### src/rtl/stage3_mem_stage.sv
// Memory stage of the 3-stage RV32 pipeline: holds the execute result, runs the
// load/store bus handshake with lane alignment, and feeds forwarding and writeback.
module stage3_mem_stage #(
    parameter int BUS_TIMEOUT = 255
) (
    input  logic        CLK,
    input  logic        nRST,
    input  logic        ex_valid,
    input  logic [4:0]  ex_rd,
    input  logic        ex_regWEN,
    input  logic        ex_load,
    input  logic        ex_store,
    input  logic [2:0]  ex_funct3,
    input  logic [31:0] ex_alu_res,
    input  logic [31:0] ex_store_data,
    input  logic        flush,
    output logic        mem_stall,
    output logic [4:0]  rd_mem,
    output logic [31:0] rd_mem_data,
    output logic        regWEN,
    output logic        load,
    output logic [31:0] dbus_addr,
    output logic        dbus_ren,
    output logic        dbus_wen,
    output logic [31:0] dbus_wdata,
    output logic [3:0]  dbus_byte_en,
    input  logic [31:0] dbus_rdata,
    input  logic        dbus_busy,
    output logic        wb_we,
    output logic [4:0]  wb_rd,
    output logic [31:0] wb_data,
    output logic        misaligned,
    output logic        bus_err
);

    localparam int CNT_W = (BUS_TIMEOUT > 2) ? $clog2(BUS_TIMEOUT) : 1;
    localparam logic [CNT_W-1:0] TO_LAST = CNT_W'((BUS_TIMEOUT > 0) ? (BUS_TIMEOUT - 1) : 0);
    localparam logic TO_EN = (BUS_TIMEOUT > 0) ? 1'b1 : 1'b0;

    typedef enum logic [1:0] {
        ST_IDLE  = 2'd0,
        ST_WAIT  = 2'd1,
        ST_DRAIN = 2'd2
    } state_t;

    // Byte lanes touched by an access of size sz (funct3[1:0]) at byte offset a.
    function automatic logic [3:0] lane_mask(input logic [1:0] sz, input logic [1:0] a);
        case (sz)
            2'b00:   lane_mask = 4'b0001 << a;
            2'b01:   lane_mask = 4'b0011 << a;
            default: lane_mask = 4'b1111;
        endcase
    endfunction

    function automatic logic [31:0] store_lanes(input logic [1:0] sz, input logic [1:0] a,
                                                input logic [31:0] data);
        case (sz)
            2'b00:   store_lanes = {24'd0, data[7:0]} << {a, 3'b000};
            2'b01:   store_lanes = {16'd0, data[15:0]} << {a, 3'b000};
            default: store_lanes = data;
        endcase
    endfunction

    function automatic logic is_aligned(input logic [1:0] sz, input logic [1:0] a);
        case (sz)
            2'b00:   is_aligned = 1'b1;
            2'b01:   is_aligned = ~a[0];
            default: is_aligned = (a == 2'b00);
        endcase
    endfunction

    // Shift the addressed lane down to bit 0 and extend according to funct3.
    function automatic logic [31:0] load_extend(input logic [2:0] f3, input logic [1:0] a,
                                                input logic [31:0] rdata);
        logic [31:0] sh;
        sh = rdata >> {a, 3'b000};
        case (f3)
            3'b000:  load_extend = {{24{sh[7]}}, sh[7:0]};
            3'b100:  load_extend = {24'd0, sh[7:0]};
            3'b001:  load_extend = {{16{sh[15]}}, sh[15:0]};
            3'b101:  load_extend = {16'd0, sh[15:0]};
            default: load_extend = rdata;
        endcase
    endfunction

    state_t           state_r;
    logic [CNT_W-1:0] cnt_r;
    logic             valid_r;
    logic [4:0]       rd_r;
    logic             regwen_r;
    logic             load_r;
    logic             store_r;
    logic [2:0]       funct3_r;
    logic [31:0]      alu_res_r;
    logic [31:0]      store_data_r;

    logic             is_mem_s;
    logic             aligned_s;
    logic             timeout_s;
    logic             req_s;
    logic             done_s;
    logic             stall_s;
    logic [31:0]      load_val_s;

    // Decode of the held entry: bus request, completion and stall.
    always_comb begin
        is_mem_s   = load_r | store_r;
        aligned_s  = is_aligned(funct3_r[1:0], alu_res_r[1:0]);
        load_val_s = load_extend(funct3_r, alu_res_r[1:0], dbus_rdata);
        if (TO_EN && (state_r != ST_IDLE) && dbus_busy && (cnt_r == TO_LAST)) begin
            timeout_s = 1'b1;
        end else begin
            timeout_s = 1'b0;
        end
        case (state_r)
            ST_IDLE:  req_s = valid_r & is_mem_s & aligned_s;
            ST_WAIT:  req_s = 1'b1;
            ST_DRAIN: req_s = 1'b1;
            default:  req_s = 1'b0;
        endcase
        done_s = ~dbus_busy | timeout_s;
        if (state_r == ST_DRAIN) begin
            stall_s = 1'b1;
        end else begin
            stall_s = valid_r & is_mem_s & aligned_s & ~done_s;
        end
    end

    // Bus drive is derived from the held entry so it drops at once on reset.
    always_comb begin
        if (req_s) begin
            dbus_addr    = {alu_res_r[31:2], 2'b00};
            dbus_ren     = load_r;
            dbus_wen     = store_r;
            dbus_byte_en = lane_mask(funct3_r[1:0], alu_res_r[1:0]);
            dbus_wdata   = store_r ? store_lanes(funct3_r[1:0], alu_res_r[1:0], store_data_r)
                                   : 32'd0;
        end else begin
            dbus_addr    = 32'd0;
            dbus_ren     = 1'b0;
            dbus_wen     = 1'b0;
            dbus_byte_en = 4'd0;
            dbus_wdata   = 32'd0;
        end
    end

    assign mem_stall   = stall_s;
    assign regWEN      = valid_r & regwen_r;
    assign load        = valid_r & load_r;
    assign rd_mem      = rd_r;
    assign rd_mem_data = alu_res_r;

    // Pipeline entry: capture when not stalled; a flush while stalled only invalidates it.
    always_ff @(posedge CLK or negedge nRST) begin
        if (!nRST) begin
            valid_r      <= 1'b0;
            rd_r         <= 5'd0;
            regwen_r     <= 1'b0;
            load_r       <= 1'b0;
            store_r      <= 1'b0;
            funct3_r     <= 3'd0;
            alu_res_r    <= 32'd0;
            store_data_r <= 32'd0;
        end else if (!stall_s) begin
            valid_r      <= ex_valid & ~flush;
            rd_r         <= ex_rd;
            regwen_r     <= ex_regWEN;
            load_r       <= ex_load;
            store_r      <= ex_store;
            funct3_r     <= ex_funct3;
            alu_res_r    <= ex_alu_res;
            store_data_r <= ex_store_data;
        end else if (flush) begin
            valid_r      <= 1'b0;
        end else begin
            valid_r      <= valid_r;
        end
    end

    // Bus FSM, timeout counter and registered writeback/status pulses.
    always_ff @(posedge CLK or negedge nRST) begin
        if (!nRST) begin
            state_r    <= ST_IDLE;
            cnt_r      <= '0;
            wb_we      <= 1'b0;
            wb_rd      <= 5'd0;
            wb_data    <= 32'd0;
            misaligned <= 1'b0;
            bus_err    <= 1'b0;
        end else begin
            wb_we      <= 1'b0;
            misaligned <= 1'b0;
            bus_err    <= 1'b0;
            case (state_r)
                ST_IDLE: begin
                    cnt_r <= '0;
                    if (valid_r && !flush) begin
                        if (!is_mem_s) begin
                            if (regwen_r) begin
                                wb_we   <= 1'b1;
                                wb_rd   <= rd_r;
                                wb_data <= alu_res_r;
                            end
                        end else if (!aligned_s) begin
                            misaligned <= 1'b1;
                        end else if (dbus_busy) begin
                            state_r <= ST_WAIT;
                        end else if (load_r && regwen_r) begin
                            wb_we   <= 1'b1;
                            wb_rd   <= rd_r;
                            wb_data <= load_val_s;
                        end
                    end else if (valid_r && is_mem_s && aligned_s && dbus_busy) begin
                        // Flushed with the request already on the bus: see it through.
                        state_r <= ST_DRAIN;
                    end
                end
                ST_WAIT: begin
                    if (!dbus_busy) begin
                        state_r <= ST_IDLE;
                        cnt_r   <= '0;
                        if (!flush && load_r && regwen_r) begin
                            wb_we   <= 1'b1;
                            wb_rd   <= rd_r;
                            wb_data <= load_val_s;
                        end
                    end else if (timeout_s) begin
                        bus_err <= 1'b1;
                        state_r <= ST_IDLE;
                        cnt_r   <= '0;
                    end else begin
                        cnt_r <= cnt_r + CNT_W'(1);
                        if (flush) begin
                            state_r <= ST_DRAIN;
                        end
                    end
                end
                ST_DRAIN: begin
                    if (!dbus_busy) begin
                        state_r <= ST_IDLE;
                        cnt_r   <= '0;
                    end else if (timeout_s) begin
                        bus_err <= 1'b1;
                        state_r <= ST_IDLE;
                        cnt_r   <= '0;
                    end else begin
                        cnt_r <= cnt_r + CNT_W'(1);
                    end
                end
                default: begin
                    state_r <= ST_IDLE;
                    cnt_r   <= '0;
                end
            endcase
        end
    end

endmodule

### config.mk
export PLATFORM = sky130hd
export DESIGN_NAME = stage3_mem_stage
export DESIGN_NICKNAME = d
export VERILOG_FILES = /design/src/rtl/stage3_mem_stage.sv
export SDC_FILE = /design/constraint.sdc
export NUM_CORES = 1
export LEC_CHECK = 0
export ABC_CLOCK_PERIOD_IN_PS = 3100
export CAP_MARGIN = 20
export CORE_ASPECT_RATIO = 0.8
export CORE_MARGIN = 4
export CORE_UTILIZATION = 44
export DETAILED_ROUTE_END_ITERATION = 6
export DONT_BUFFER_PORTS = 1
export GPL_ROUTABILITY_DRIVEN = 0
export GPL_TIMING_DRIVEN = 0
export PLACE_DENSITY_LB_ADDON = 0.08
export SYNTH_ARGS = -nofsm -noshare
export SYNTH_HDL_FRONTEND = slang
export SYNTH_SLANG_ARGS = --single-unit
### constraint.sdc
create_clock -name CLK -period 3.1 [get_ports CLK]
set_input_delay 0.31 -clock CLK [delete_from_list [all_inputs] [get_ports CLK]]
set_output_delay 0.31 -clock CLK [all_outputs]
set_load 0.01 [all_outputs]
# Word-level counts from Yosys, hierarchy flattened
# Index checks and enable logic that the tools add are counted.
dict set report totals {
  ff_bits 126
  input_bits 112
  out_inout_bits 150
  word_cells 136
}
dict set report classes {
  n_bitwise 12
  reduce_logical 19
  mux 63
  n_addsub 1
  eq_ne 21
  n_shift 5
}
# cell count
set op_table {}
lappend op_table {{$mux 32} 11}
lappend op_table {{$pmux 32 s2} 2}
lappend op_table {{$pmux 32 s4} 1}
lappend op_table {{$mux 5} 8}
lappend op_table {{$shl 16x5->32} 1}
lappend op_table {{$shl 8x5->32} 1}
lappend op_table {{$shr 32x5->16} 1}
lappend op_table {{$ne 3x3->1 const B} 9}
lappend op_table {{$mux 8} 3}
lappend op_table {{$mux 1} 21}
lappend op_table {{$mux 2} 10}
lappend op_table {{$pmux 5 s2} 1}
lappend op_table {{$logic_and 1x1->1} 9}
lappend op_table {{$add 8x1->8 const B} 1}
lappend op_table {{$eq 8x8->1 const B} 1}
lappend op_table {{$ne 2x2->1 const B} 4}
lappend op_table {{$pmux 4 s2} 1}
lappend op_table {{$reduce_and 8->1} 1}
lappend op_table {{$and 1x1->1} 6}
lappend op_table {{$eq 3x3->1 const B} 2}
lappend op_table {{$logic_not 2->1} 3}
lappend op_table {{$pmux 1 s2} 3}
lappend op_table {{$pmux 2 s3} 1}
lappend op_table {{$reduce_and 6->1} 1}
lappend op_table {{other kinds (13)} 19}

# Longest topological paths before layout
dict set report depth {
  depth_word 9
  depth_mapped 9
  depth_no_buf 7
}

# Worst setup path after synthesis
# No wires, ideal clock.
dict set report synth_path {
  path_kind {reg-to-reg}
  start {register state_r[0]}
  end {register funct3_r[0]}
  n_path_buf 3
  path_stages_with_launch 10
  required_ps 2975
  synth_period_minus_slack_ps 2160
  setup_time_ps 125
  arrival_time_ps 2035
  slack_ps 940
  cell_sequence {dfrtp_1 > inv_1 > ha_1 > buf_4 > and3b_1 > a31oi_4 > a31oi_2 > buf_6 > buf_6 > mux2_4}
}
dict set report synth_between {
  elab_chain_cells 8
  word_cells_on_any_way 9
}
# element line
set synth_lines {}
lappend synth_lines {{start: declaration} 86} ;# state_t state_r;
lappend synth_lines {{start signal: assignment} 183} ;# state_r <= ST_IDLE;
lappend synth_lines {{start signal: assignment} 207} ;# state_r <= ST_WAIT;
lappend synth_lines {{start signal: assignment} 215} ;# state_r <= ST_DRAIN;
lappend synth_lines {{$reduce_bool 2->1} 110} ;# if (TO_EN && (state_r != ST_IDLE) && dbus_busy && (cnt_r == TO_LAST)) begin
lappend synth_lines {{$logic_and 1x1->1 (2 in series)} 110}
lappend synth_lines {{$mux 1} 110}
lappend synth_lines {{$or 1x1->1} 121} ;# done_s = ~dbus_busy | timeout_s;
lappend synth_lines {{$not 1->1} 125} ;# stall_s = valid_r & is_mem_s & aligned_s & ~done_s;
lappend synth_lines {{$and 1x1->1} 125}
lappend synth_lines {{$mux 1 (*)} 122} ;# if (state_r == ST_DRAIN) begin
lappend synth_lines {{end signal: assignment} 170} ;# funct3_r <= ex_funct3;
lappend synth_lines {{end: declaration} 93} ;# logic [2:0] funct3_r;
# Every way passes the cells marked *; elsewhere a longest branch is shown, timed or not.
# A chain may end at the register's enable or synchronous reset.

# Worst setup path after layout
dict set report layout_path {
  start {register alu_res_r[1], in the netlist rd_mem_data[1]}
  end {output dbus_wdata[23]}
}
dict set report layout_between {
  elab_chain_cells 5
  word_cells_on_any_way 9
}
# element line
set layout_lines {}
lappend layout_lines {{start: declaration} 94} ;# logic [31:0] alu_res_r;
lappend layout_lines {{start signal: assignment} 171} ;# alu_res_r <= ex_alu_res;
lappend layout_lines {{branches (longest 4 deep; another with $shl 16x5->32)} --}
lappend layout_lines {{$mux 32 (*)} 131} ;# if (req_s) begin
lappend layout_lines {{end: declaration} 25} ;# output logic [31:0] dbus_wdata,
# Mark *: on every way between the ends.

==> out/metrics.yaml <==
placement:
  place_ws_ps: 379
  dpl.hpwl_um: 18900
  dp.cells: 925
  place.port_buffers: 0
  place_area_mm2: 0.00767
cts:
  cts_tree: "yes"
  root_buffer: "clkbuf_16"
  clkTransAtPathRegs_ps: 60
  insertion_delay_ps: 420
  clock-sinks: 126
  cts.htree.levels: 4
  cts_max_path_buffers: 2
  cts_made_buffers: 17
  cts_setup_buffers: 0
pwr:
  p_per_area_mw_per_mm2: 1310
  p_leak_uw: 0.00357
  clockPowerShare: 0.190
  seq_power_share: 0.329
  p_sw_frac: 0.462
  fin_total_pwr_uw: 10800
  switchingPower_uw: 5010
  pwr-share-comb: 0.480
  p_int_uw: 5830
  max-vdd-ir-drop_mv: 0.516
routing:
  ant_nets: 0
  routed_wl_um: 25000
  drt_pass1_iterations: 7
  drt-initial-drc-count: 528
  remaining_drc_errors: 0
  post_drt_wl_per_cell_um: 26.1
  vias: 6062
  viasPerCell: 6.34
critical_path:
  worst_ep_arrival_time_ps: 2720
  critical_path_required_ps: 2790
  rr_endpoint: "rd_mem[3]"
  rrSetupSlack_ps: 520
  r2r-start: "state_r[0]"
  critPathKind: "register to output port"
  worstRegToRegCells: 9
  crit_path_max_fanout: 10
  cp-end-kind: "output port"
  crit_path_start_kind: "register"
layout:
  drive_gt1_frac: 0.226
  fill_cells: 1490
  stdcell_count: 956
  fin_nets: 842
  antennaDiodeCount: 0
  area_growth_pct: 12.3
  design_area_mm2: 0.00830
global_routing:
  overflow: 0
  first_global_vias: 6000
  grt_max_degree: 127
  grt_pass1_wl_um: 36700
  track_usage: 0.256
  antenna_found_initial: 0
timing:
  finalCritPeriodShare: 0.978
  finalSetupViolCount: 0
  skew_ps: 12.3
  max-slew-margin-rel: 0.471
  worst_slack_ps: 67.8
  worstMarginPinSlew_ps: 788
  rsz0062_at_grt: "yes"
  fin_worst_hold_slack_ps: -410
  period_needed_ps: 3030
  drv_slew: 0
  max_clock_freq_mhz: 330
  hold_violations: 126
logic_synthesis:
  yosysTopAreaCell: "dfrtp_1"
  synth.avg_cell_area_um2: 10.5
  yosysSeqAreaShare: 0.427
  yosysTopAreaCellShare: 0.427
  synth-seq-cells: 126
  async_flop_share: 1.00
  synth_cell_types: 65
  synthTopCellsByArea: "dfrtp_1, mux2_2, mux2_4"
  synth-edff-count: 0
  syn_inst: 704
  synth_ff_type: "dfrtp_1"
  ys_warn_count: 0
  synth_area_mm2: 0.00739
run:
  cap_viol_max_count: 0
floorplan:
  die_h_um: 124
  start_util: 0.448
  ios: 262
  dieArea_mm2: 0.0189
  core_mm2: 0.0165
  row_count: 42
  die_w_um: 153
outcome:
  outcome: "finished with violations"
  failed_checks: "negative hold slack"
min_path:
  hp-class: "input pin to asynchronous set/reset pin"
## synthesized netlist by cell type, drive strengths merged (2+ instances only)
| cell | count |
|---|---|
| o21ai | 19 |
| nor2b | 6 |
| a211oi | 11 |
| xor2 | 5 |
| a21oi | 12 |
| a32o | 2 |
| and2 | 6 |
| mux2i | 5 |
| clkbuf | 29 |
| o32ai | 23 |
| nand3 | 22 |
| a22oi | 17 |
| a221o | 2 |
| nand2 | 38 |
| ha | 6 |
| a21o | 3 |
| o221ai | 2 |
| dfrtp | 126 |
| nand2b | 11 |
| a31oi | 7 |
| nor4 | 6 |
| o22ai | 5 |
| buf | 35 |
| nor3 | 2 |
| o2bb2ai | 8 |
| and3 | 41 |
| mux2 | 95 |
| o21bai | 2 |
| nor2 | 44 |
| inv | 39 |
| a21boi | 7 |
| or2 | 5 |
| a221oi | 8 |
| nor4b | 16 |
| a32oi | 8 |
| o211ai | 16 |
## state kept, by name, summed over array words and instances (netlist names), 2 cells and up
| register | cells |
|---|---|
| rd_mem | 5 |
| wb_data | 32 |
| cnt_r | 8 |
| store_data_r | 32 |
| state_r | 2 |
| funct3_r | 3 |
| rd_mem_data | 32 |
| wb_rd | 5 |
## through the flow
| step | TNS (ps) | util |
|---|---|---|
| floorplan | 0 | - |
| global placement | 0 | 0.465 |
| detailed placement | 0 | 0.465 |
| CTS | 0 | 0.503 |
| global route | -221 | 0.503 |
| finish | 0 | 0.503 |
## placed cells by master (no fill, tap or decap), types with 4 or more instances in the layout
| cell | synthesis | final |
|---|---|---|
| dfrtp_1 | 126 | 126 |
| mux2_2 | 52 | 52 |
| nor2_1 | 43 | 43 |
| and3_1 | 41 | 41 |
| inv_1 | 38 | 38 |
| nand2_1 | 38 | 38 |
| mux2_4 | 30 | 30 |
| clkbuf_1 | 29 | 30 |
| nand3_1 | 22 | 21 |
| o21ai_0 | 19 | 19 |
| buf_2 | 18 | 18 |
| a22oi_1 | 17 | 17 |
| clkbuf_16 | 0 | 17 |
| nor4b_1 | 16 | 16 |
| o211ai_1 | 16 | 16 |
| o32ai_1 | 16 | 16 |
| mux2_1 | 13 | 13 |
| a21oi_1 | 11 | 11 |
| nand2b_1 | 11 | 11 |
| a32oi_1 | 8 | 8 |
| a211oi_1 | 10 | 8 |
| o2bb2ai_1 | 8 | 8 |
| buf_6 | 7 | 7 |
| a21boi_0 | 7 | 7 |
| o32ai_2 | 7 | 7 |
| a221oi_1 | 7 | 7 |
| buf_4 | 6 | 6 |
| and2_1 | 6 | 6 |
| nor2b_1 | 6 | 6 |
| nor4_1 | 6 | 6 |
| ha_1 | 6 | 6 |
| mux2i_1 | 5 | 5 |
| xor2_1 | 5 | 5 |
| o22ai_1 | 5 | 5 |
| a31oi_1 | 5 | 5 |
| buf_1 | 4 | 4 |
## cell families (layout without fill, tap and decap cells)
family                     after synthesis  in the layout  share of synthesized area
and+or+nand+nor                        202            202                      0.146
AOI/OAI and AO/OA                      159            159                      0.174
DFF                                    126            126                      0.427
buffers and inverters                  103            134                     0.0655
muxes                                  101            101                      0.170
adders and majority gates                6              6                     0.0102
xor gates and xnor gates                 6              6                    0.00711
other                                    1              2                   0.000507
## worst max-delay path: stages, from the launching register on
cell	delay, ps
dfrtp_1	520
buf_2	260
o21ai_0	190
a41o_1	410
nand3_2	240
buf_2	270
a211oi_1	410
## power groups by stage
stage / registers [uW] / logic [uW] / clock network, uW
5_1_grt: 3660 / 5610 / 2180
4_1_cts: 3560 / 5150 / 2100
3_5_place_dp: 3580 / 5120 / 0
6_report: 3570 / 5210 / 2060
3_3_place_gp: 3570 / 5010 / 0
2_1_floorplan: 3160 / 4000 / 0
## repair_timing
item,CTS,global route
gates resized for setup,2,1
hold endpoints to repair,126,126
endpoints found under the setup margin,4,3
## routing by layer
metal	routed length (um)	track usage
met2	11100	0.373
met1	11000	0.362
met4	350	0.0757
met5	0	0
met3	2510	0.0882
## worst max path at each step
stage | startpoint | to | slack, ps
after floorplan | state_r[0] | funct3_r[0] | 940
after global placement | rd_mem_data[1] | dbus_wdata[23] | 400
after detailed placement | rd_mem_data[1] | dbus_wdata[20] | 380
after CTS | rd_mem_data[1] | dbus_wdata[23] | 60
after global routing | rd_mem_data[1] | dbus_wdata[23] | -110
final | rd_mem_data[1] | dbus_wdata[23] | 70
## cell type report
type	instances	area (um^2)	share of cell area
clock inverters	11	156	0.0189
clock buffers	20	457	0.0550
inverters	39	146	0.0176
plain buffers	64	338	0.0407
flip-flops and latches	126	3150	0.380
well taps	220	275	0.0332
multi-input cells	476	3770	0.455
No activity file was read; power rests on OpenSTA's default activity.
